**src/rtl/controller.sv**
```systemverilog
// Smart-parking central FSM: latches the system token, checks user tokens
// and steers time_data to register P (match) or Q (mismatch).
module controller #(
  parameter int TOKEN_W = 3,
  parameter int DATA_W  = 8
) (
  input  logic               clock,
  input  logic               reset,
  input  logic [TOKEN_W-1:0] system_token,
  input  logic               request,
  input  logic [DATA_W-1:0]  time_data,
  input  logic               confirm,
  input  logic [TOKEN_W-1:0] user_token,
  output logic [DATA_W-1:0]  data_to_save,
  output logic               enable_P,
  output logic               enable_Q
);

  typedef enum logic [2:0] {
    START           = 3'd0,
    ACTIVE          = 3'd1,
    REQUEST_PROCESS = 3'd2,
    STORE_P         = 3'd3,
    STORE_Q         = 3'd4
  } state_t;

  state_t             state;
  state_t             next_state;
  logic [TOKEN_W-1:0] stored_token;

  always_comb begin
    next_state = state;
    unique case (state)
      START:  next_state = ACTIVE;
      ACTIVE: if (request) next_state = REQUEST_PROCESS;
      REQUEST_PROCESS: begin
        if (confirm)
          next_state = (user_token == stored_token) ? STORE_P : STORE_Q;
        else if (!request)
          next_state = ACTIVE;
      end
      STORE_P, STORE_Q: if (!confirm) next_state = ACTIVE;
      default: next_state = START;
    endcase
  end

  // Enables are registered from next_state so they equal a decode of state.
  always_ff @(posedge clock) begin
    if (reset) begin
      state        <= START;
      stored_token <= '0;
      enable_P     <= 1'b0;
      enable_Q     <= 1'b0;
    end else begin
      state    <= next_state;
      enable_P <= (next_state == STORE_P);
      enable_Q <= (next_state == STORE_Q);
      if (state == START) stored_token <= system_token;
    end
  end

  // Pass-through so late-arriving time_data is still captured.
  assign data_to_save = (enable_P || enable_Q) ? time_data : '0;

endmodule

```
**config.mk**
```make
export PLATFORM = sky130hd
export DESIGN_NAME = controller
export DESIGN_NICKNAME = d
export VERILOG_FILES = /design/src/rtl/controller.sv
export SDC_FILE = /design/constraint.sdc
export NUM_CORES = 1
export LEC_CHECK = 0
export CORE_UTILIZATION = 30
export DETAILED_ROUTE_END_ITERATION = 10
export PLACE_DENSITY = 0.77
export SLEW_MARGIN = 15
export SYNTH_ARGS = -nofsm -noshare
export SYNTH_HDL_FRONTEND = slang
export SYNTH_SLANG_ARGS = --single-unit
export TNS_END_PERCENT = 100
```
**constraint.sdc**
```tcl
create_clock -name clock -period 1.1 [get_ports clock]
set_input_delay 0.22 -clock clock [delete_from_list [all_inputs] [get_ports clock]]
set_output_delay 0.22 -clock clock [all_outputs]
set_load 0.02 [all_outputs]
```
==> results.md, run 1 <==
* Port Buffers at 27
* Initial antenna violation count at 0
* Bufs on Longest Clock Path at 2
* Post-layout min period at 1.223 ns
* Clock sink total at 8
* # DRC at 0
* Number of CTS-inserted buffers at 3
* Tot GR Track Use at 17.77%
* Finished Core Util at 65.99%
* Critical path startpoint category: flip-flop
* Max Clock Skew at 0.004598 ns
* Yosys cell types at 23
* Die Ht at a little over 40 um
* DRT antenna net count at 0
* Crit Path Class: reg2out
* Failing checks: setup timing
* Initial Utilization at about a third
* Nets@finish at 116
* CP max FO at 8
* I/O Pins at 28
* Core box area at 1350 sq um
* Slew Limit Fails at 0
* Worst hold path class: reg2reg
* Commonest non-fill, non-tap cell in the layout: buf_4
* Int Power at around 570 uW
* Starting DRT DRC Count at 8
* Leak at ~0.39 nW
* Comb pwr share at 29.2%
* Total power at approximately 770 uW
* Peak supply drop at 0.6201 mV
* Tcrit/Tclk final at 111.1%
* Area growth syn-to-layout at 95.60%
* Share of cells above drive strength 1 at 46.88%
* Clock Latency Late Sink at 0.26 ns
* Row cnt at 13
* Syn_area_per_cell at 8.434 sq um
* Pin count of the biggest net entering global routing at 9
* CTS Root Cell: clkbuf_4
* CP arrival at 1.00 ns
* Post-synthesis cell count at between 50 and 60
* Sw Pwr at 199.3 uW
* Area after DPL at 823.3 sq um
* CTS Hold Bufs at 0
* Cell area after layout at about 900 sq um
* Slew margin rel. at 82.52%
* Syn Std Cell Area at 455.4 sq um
* Syn. warnings at 0
* Post-Place Worst Slack at -0.5373 ns
* Switch share at 25.81%
* Critical Path RT at 0.88 ns
* Final setup TNS at -1.181 ns
* Highest Clock Rate at roughly 820 MHz
* Vias at 557
* Total global routing overflow at 0
* CP endpoint kind: primary output
* #FFs+latches synth at 8
* Max-cap violations at 0
* Seq/Total Area, Yosys at 35.16%
* Die Wd at 40.97 um
* Drt total wl at 1.318 mm
* RSZ-0062 raised after global routing: yes
* GPL Wtd Cong at 0.8950
* Clock network fraction of total power at 29.3%
* Clock slew at reported path FFs at 0.05 ns
* H-tree Lvls at 1
* CTS tree: done
* Power per cell area at between 800 and 900 nW/um^2
* Vias/cell at approximately 5
* Final WS setup at -0.1226 ns
* Most frequent cells in the layout: buf_4 (13), clkdlybuf4s50_1 (12), nor2b_1 (7), nor2_1 (7)
* Die area at between 1500 and 2000 sq um
* DR pass1 iterations at 4
* Outcome: complete, but fails checks
* Avg WL per Cell at 11.87 um
* Finish-stage setup viols at 12
* HPWL Detailed at 925.1 um
* Vias in the first global route at between 500 and 600
* Worst-margin pin slew at approximately 0.26 ns
* Share of power burned in registers at a little over 40%
* Hold Fails Final Rpt at 0
* First-pass GRT wire length at 1.890 mm
* Mapped Nets at slightly above 70
* Diodes inserted at 0
layer usage:
layer	routed length, um	GRT usage [%]
met1	483	17.05
met2	639	32.42
met3	158	4.348
met4	36	12.50
met5	0	0
power groups by stage:
stage	Combinational, mW	Sequential (mW)	Clock, mW
floorplan	0.0853	0.323	0
global placement	0.203	0.321	0
detailed placement	0.205	0.321	0
CTS	0.205	0.317	0.239
global route	0.244	0.320	0.257
finish	0.225	0.320	0.226
path summary, 6_finish.rpt:
path | from | endpoint | slack [ns] | depth (start not counted)
max reg2reg | stored_token[2] | state[2] | -0.11 | 4
min | stored_token[1] | stored_token[1] | 0.50 | 2
min reg2reg | stored_token[1] | stored_token[1] | 0.50 | 2
max | enable_P | data_to_save[7] | -0.12 | 3
sequential cells by signal (all words and copies together) (netlist names):
name and count:
enable_P 1, enable_Q 1, state 3, stored_token 3
through the flow:
step                      hold slack [ns]  cells
after detailed placement           0.5147    106
after CTS                          0.5014    110
after global placement             0.4973    106
final                              0.4979    111
after global routing               0.5198    111
after floorplan                    0.2891     54
cell usage after synthesis:
| library cell | count | share of area (%) |
|---|---|---|
| mux2i_1 | 3 | 6.6 |
| a21oi_1 | 5 | 5.5 |
| xnor2_1 | 3 | 5.8 |
| o21ai_0 | 1 | 1.1 |
| inv_1 | 1 | 0.82 |
| nor2_1 | 8 | 6.6 |
| nor3_1 | 1 | 1.1 |
| nand2_1 | 3 | 2.5 |
| nand3_1 | 1 | 1.1 |
| dfxtp_1 | 8 | 35 |
| o32ai_1 | 1 | 1.9 |
| and4_4 | 1 | 2.5 |
| buf_6 | 1 | 2.5 |
| or2_0 | 1 | 1.4 |
| or3b_1 | 1 | 1.9 |
| o31ai_1 | 1 | 1.6 |
| o211ai_1 | 1 | 1.6 |
| nor2b_1 | 8 | 11 |
| o22ai_1 | 1 | 1.4 |
| nand2b_1 | 1 | 1.4 |
| a21o_1 | 1 | 1.6 |
| nand2b_4 | 1 | 3.0 |
| a211o_1 | 1 | 1.9 |
cell type report:
type / instances / area, sq um
sequential: 8 / 167.7
tap: 15 / 18.77
timing repair buffer: 40 / 336.6
multi-input combinational: 44 / 341.6
clock buffer: 3 / 22.52
fill: 123 / 459.2
inverter: 1 / 3.754
critical path, stage by stage, from the launching register on:
cell and delay, ns:
dfxtp_2 0.33, nor2_4 0.19, nor2b_1 0.07, buf_4 0.16
logic make-up after synthesis:
| kind of cell | Yosys count | share of synthesized area, % |
|---|---|---|
| muxes | 3 | 6.594 |
| buffers and inverters | 2 | 3.296 |
| and+or+nand+nor | 26 | 32.42 |
| DFF | 8 | 35.16 |
| AOI/OAI and AO/OA | 12 | 16.76 |
| xor gates and xnor gates | 3 | 5.770 |
repair_timing:
action | in CTS | in global routing
setup buffers | 1 | 1
pin swaps | 10 | 6
resized for setup | 58 | 12
hold endpoints to repair | 0 | 0
gates cloned | 0 | 0
endpoints found under the setup margin | 15 | 17
No activity file was read; power rests on OpenSTA's default activity.
==> inputs of run 2 (changes only) <==
--- a/config.mk
+++ b/config.mk
@@ -8,6 +8,7 @@
 export CORE_UTILIZATION = 30
 export DETAILED_ROUTE_END_ITERATION = 10
 export PLACE_DENSITY = 0.77
+export REMOVE_ABC_BUFFERS = 1
 export SLEW_MARGIN = 15
 export SYNTH_ARGS = -nofsm -noshare
 export SYNTH_HDL_FRONTEND = slang
==> results.md, run 2 (synthesis gave the netlist of run 1 again) <==
* Vias/cell at 5.000
* Worst hold path class: reg2reg
* Die Ht at just over 40 um
* Initial Utilization at between 30% and 40%
* HPWL Detailed at around 1000 um
* Starting DRT DRC Count at 8
* Clock sink total at 8
* Die Wd at 40.97 um
* Final setup TNS at -1.297 ns
* Leak at 0.3820 nW
* Crit Path Class: reg2out
* DRT antenna net count at 0
* Multi-input logic area at 351.6 sq um
* CTS tree: done
* Final WS setup at -0.1382 ns
* Share of cells above drive strength 1 at a little under half
* Fill cell count at 117
* First-pass GRT wire length at 1.945 mm
* Drt total wl at 1.452 mm
* Tot GR Track Use at 18.58%
* Finished Layout Cells at 109
* Pin count of the biggest net entering global routing at 9
* Vias in the first global route at 485
* DR pass1 iterations at 4
* Capturing point of the worst reg2reg path: enable_Q
* Core box area at 1350 sq um
* Most frequent cells in the layout: clkdlybuf4s50_1 (12), buf_4 (9), nor2b_1 (7), nor2_1 (7)
* Max-cap violations at 0
* Power per cell area at 874.6 nW/um^2
* CTS Root Cell: clkbuf_4
* Worst path max stage delay at 0.33 ns
* Reg2reg start: stored_token[0]
* Initial antenna violation count at 0
* CP top delay family: flip-flops
* Slew Limit Fails at 0
* Area growth syn-to-layout at 95.60%
* Worst Hold Margin at 0.5030 ns
* Tcrit/Tclk final at 112.6%
* Commonest non-fill, non-tap cell in the layout: clkdlybuf4s50_1
* FF-to-FF path depth at 4
* RSZ-0062 raised after global routing: yes
* Max Clock Skew at 0.006737 ns
* Hold Fails Final Rpt at 0
* Crit. Startpoint: enable_Q
* Critical Path RT at 0.88 ns
* Clock slew at reported path FFs at 0.05 ns
* Hold Path Depth at 2
* Failing checks: setup timing
* WHS Endpoint: stored_token[1]
* Register area at between 150 and 200 sq um
* Max stage delay cell, worst path: dfxtp_2
* # DRC at 0
* Slew margin rel. at 80.15%
* GPL Wtd Cong at 0.8269
* Diodes inserted at 0
* Post-layout min period at 1.238 ns
* Port Buffers at 27
* Worst-margin pin slew at ~0.30 ns
* I/O Pins at 28
* Highest Clock Rate at 807.6 MHz
* Peak supply drop at around 0.84 mV
* Largest regs: state x3, stored_token x3
* Vias at 545
* Worst path cell trace: nor2_4 -> nor2b_1 -> buf_4
* Finish-stage setup viols at 13
* FF-to-FF setup slack at -0.11 ns
* CP endpoint kind: primary output
* Row cnt at 13
* H-tree Lvls at 1
* Bufs on Longest Clock Path at 2
* Nets@finish at 114
* Outcome: complete, but fails checks
* Clock Latency Late Sink at 0.26 ns
* Placed cell count at between 100 and 150
* Avg WL per Cell at 13.32 um
* Critical path startpoint category: flip-flop
* Finished Core Util at roughly two thirds
* CP arrival at 1.02 ns
* Die area at 1678 sq um
* Number of CTS-inserted buffers at 3
* CP max FO at 8
* Total global routing overflow at 0
* Hold_sp: stored_token[1]
* CP Buf/Inv Count at 1
## run 2: timing repair
| item | CTS | global route |
|---|---|---|
| resized for setup | 63 | 12 |
| buffers inserted | 0 | 1 |
| hold buffers | 0 | 0 |
| setup endpoints to repair | 18 | 17 |
| pin swaps | 14 | 9 |
## run 2: power by group
group          switching [mW]  internal [mW]
clock                   0.101          0.125
sequential             0.0143          0.306
combinational          0.0892          0.144
total                   0.204          0.575
## run 2: worst max path at each step
stage | endpoint | slack, ns | cells after the start
floorplan | enable_P | -0.04 | 4
finish | data_to_save[1] | -0.14 | 3
CTS | data_to_save[1] | -0.13 | 3
global placement | data_to_save[2] | -0.55 | 3
detailed placement | data_to_save[1] | -0.58 | 3
global route | data_to_save[5] | -0.18 | 3
## run 2: layout make-up
class | count | area share (%)
inverter | 1 | 0.4213
sequential | 8 | 19.24
timing repair buffer | 38 | 36.24
multi-input combinational | 44 | 39.47
clock buffer | 3 | 2.528
tap | 15 | 2.107
## run 2: worst reg2reg max path: stages (launching register included)
cell     delay [ns]
dfxtp_2        0.33
xnor2_2        0.13
and4_4         0.16
or3b_4         0.38
a21oi_2        0.14
## run 2: layer usage
metal / part of all wire [%] / vias up / wire length [um] / GRT usage (%)
li1: - / 272 / - / -
met1: 35 / 248 / 501 / 15.46
met2: 56 / 23 / 810 / 41.02
met3: 9.1 / 2 / 132 / 7.065
met4: 0.55 / 0 / 8 / 0
met5: 0 / - / 0 / 0
## run 2: per-stage QoR
stage	setup slack (ns)	power (mW)	instance area (sq um)
floorplan	-0.04134	0.4039	444.2
global placement	-0.5527	0.5245	808.3
detailed placement	-0.5788	0.5281	808.3
CTS	-0.1313	0.7524	848.3
global route	-0.1768	0.8121	890.9
finish	-0.1382	0.7792	890.9
==> inputs of run 3 (changes only) <==
--- a/config.mk
+++ b/config.mk
@@ -7,7 +7,8 @@
 export LEC_CHECK = 0
 export CORE_UTILIZATION = 30
 export DETAILED_ROUTE_END_ITERATION = 10
-export PLACE_DENSITY = 0.77
+export DONT_BUFFER_PORTS = 1
+export PLACE_DENSITY = 0.52
 export REMOVE_ABC_BUFFERS = 1
 export SLEW_MARGIN = 15
 export SYNTH_ARGS = -nofsm -noshare
==> results.md, run 3 (synthesis gave the netlist of run 1 again) <==
* CTS tree: done
* Hold Fails Final Rpt at 0
* Vias at 469
* Post-Place Worst Slack at -0.08985 ns
* Vias in the first global route at 420
* Worst path max stage delay at ~0.38 ns
* Clock slew at reported path FFs at 0.05 ns
* Post-layout min period at approximately 1.2 ns
* Initial antenna violation count at 0
* Sw Pwr at 176.3 uW
* Failing checks: setup timing
* Bufs on Longest Clock Path at 2
* Diodes inserted at 0
* Avg WL per Cell at 12.40 um
* CP arrival at 1.40 ns
* CTS Hold Bufs at 0
* Max-cap violations at 0
* # DRC at 0
* Slew margin rel. at 83.52%
* Comb pwr share at 22.9%
* Worst path cell trace: xnor2_2 -> and4_4 -> or3b_4 -> a21oi_2
* Die Wd at 40.97 um
* Highest Clock Rate at ~820 MHz
* CTS Root Cell: clkbuf_4
* Power per cell area at 967.0 nW/um^2
* CP max FO at 2
* DRT antenna net count at 0
* Clock sink total at 8
* Slew Limit Fails at 0
* Critical path startpoint category: flip-flop
* DR pass1 iterations at 4
* FF-to-FF setup slack at -0.12 ns
* Initial Utilization at 33.73%
* Drt total wl at 1.091 mm
* Starting DRT DRC Count at 10
* Outcome: complete, but fails checks
* Tot GR Track Use at approximately 14%
* Tcrit/Tclk final at 110.6%
* Core box area at 1350 sq um
* CP top delay family: simple AND/OR/NAND/NOR gates
* Crit Path Class: reg2reg
* Final WS setup at -0.1161 ns
* Most frequent cells in the layout: buf_4 (14), nor2b_1 (8), nor2_1 (6)
* GPL Wtd Cong at 0.8655
* Area growth syn-to-layout at 58.79%
* Total global routing overflow at 0
* Port Buffers at 0
* Commonest non-fill, non-tap cell in the layout: buf_4
* Vias/cell at 5.330
* Die Ht at 40.97 um
* Worst hold path class: in2reg
* Clock network fraction of total power at 31.3%
* RSZ-0062 raised after global routing: yes
* Total power at 699.4 uW
* Share of power burned in registers at around 46%
* Finish-stage setup viols at 12
* Clock Latency Late Sink at 0.25 ns
* Die area at 1678 sq um
* Max Clock Skew at 0.003498 ns
* Worst-margin pin slew at roughly 0.25 ns
* Peak supply drop at 0.5713 mV
* Row cnt at 13
* CP endpoint kind: flip-flop
* Critical Path RT at 1.28 ns
* CP Buf/Inv Count at 0
* Nets@finish at 93
* Switch share at 25.21%
* Number of CTS-inserted buffers at 3
* Pin count of the biggest net entering global routing at 9
* H-tree Lvls at 1
* Int Power at ~520 uW
* HPWL Detailed at 784.8 um
* Share of cells above drive strength 1 at between 50% and 60%
* Largest regs: state x3, stored_token x3
* Max stage delay cell, worst path: or3b_4
* First-pass GRT wire length at 1.538 mm
* Leak at between 0.2 and 0.3 nW
* I/O Pins at 28
==> run 3: per-layer routing <==
layer  global-route usage (%)  wire (um)
met3                    4.891         74
met2                    23.44        562
met4                    8.333         10
met5                        0          0
met1                    14.75        444
==> run 3: layout make-up <==
type | count | area (sq um)
clock buffers | 3 | 22.52
inverters | 1 | 3.754
fillers | 128 | 626.9
flip-flops and latches | 8 | 170.2
multi-input cells | 44 | 369.1
well taps | 15 | 18.77
repair buffers | 17 | 138.9
==> run 3: worst register-to-register path: cells and delay by family (launching register included) <==
family | cells | cell delay, ns
XOR/XNOR | 1 | 0.12
AO/OA/AOI/OAI | 1 | 0.12
flip-flops | 1 | 0.33
AND/OR/NAND/NOR | 2 | 0.57
==> run 3: power groups by stage <==
| stage | Combinational, mW | Sequential, mW | Clock, mW |
|---|---|---|---|
| global placement | 0.125 | 0.320 | 0 |
| CTS | 0.138 | 0.317 | 0.226 |
| floorplan | 0.0807 | 0.323 | 0 |
| finish | 0.160 | 0.320 | 0.219 |
| global route | 0.172 | 0.321 | 0.249 |
| detailed placement | 0.126 | 0.321 | 0 |
==> run 3: final timing paths <==
| kind | startpoint | endpoint | depth (start not counted) |
|---|---|---|---|
| setup / recovery | stored_token[0] | enable_Q | 4 |
| hold / removal | reset | state[0] | 1 |
| setup reg to reg | stored_token[0] | enable_Q | 4 |
| hold reg to reg | stored_token[0] | stored_token[0] | 2 |
==> run 3: per-stage QoR <==
stage                     std cells  utilization (%)  setup TNS, ns  cell area [sq um]  hold slack, ns
final                            88            53.57         -1.069              723.2         0.02271
after global routing             88            53.57         -1.948              723.2        0.003873
after CTS                        88            49.21         -1.081              664.4         0.02433
after detailed placement         85            43.74        -0.7935              590.6          0.2954
after global placement           85            43.74        -0.5751              590.6          0.2936
after floorplan                  53                -        -0.4754              444.2          0.2891
==> run 3: timing repair <==
item | in CTS | in global routing
setup buffers | 0 | 0
setup endpoints to repair | 16 | 16
pin swaps | 9 | 2
resized for setup | 15 | 12
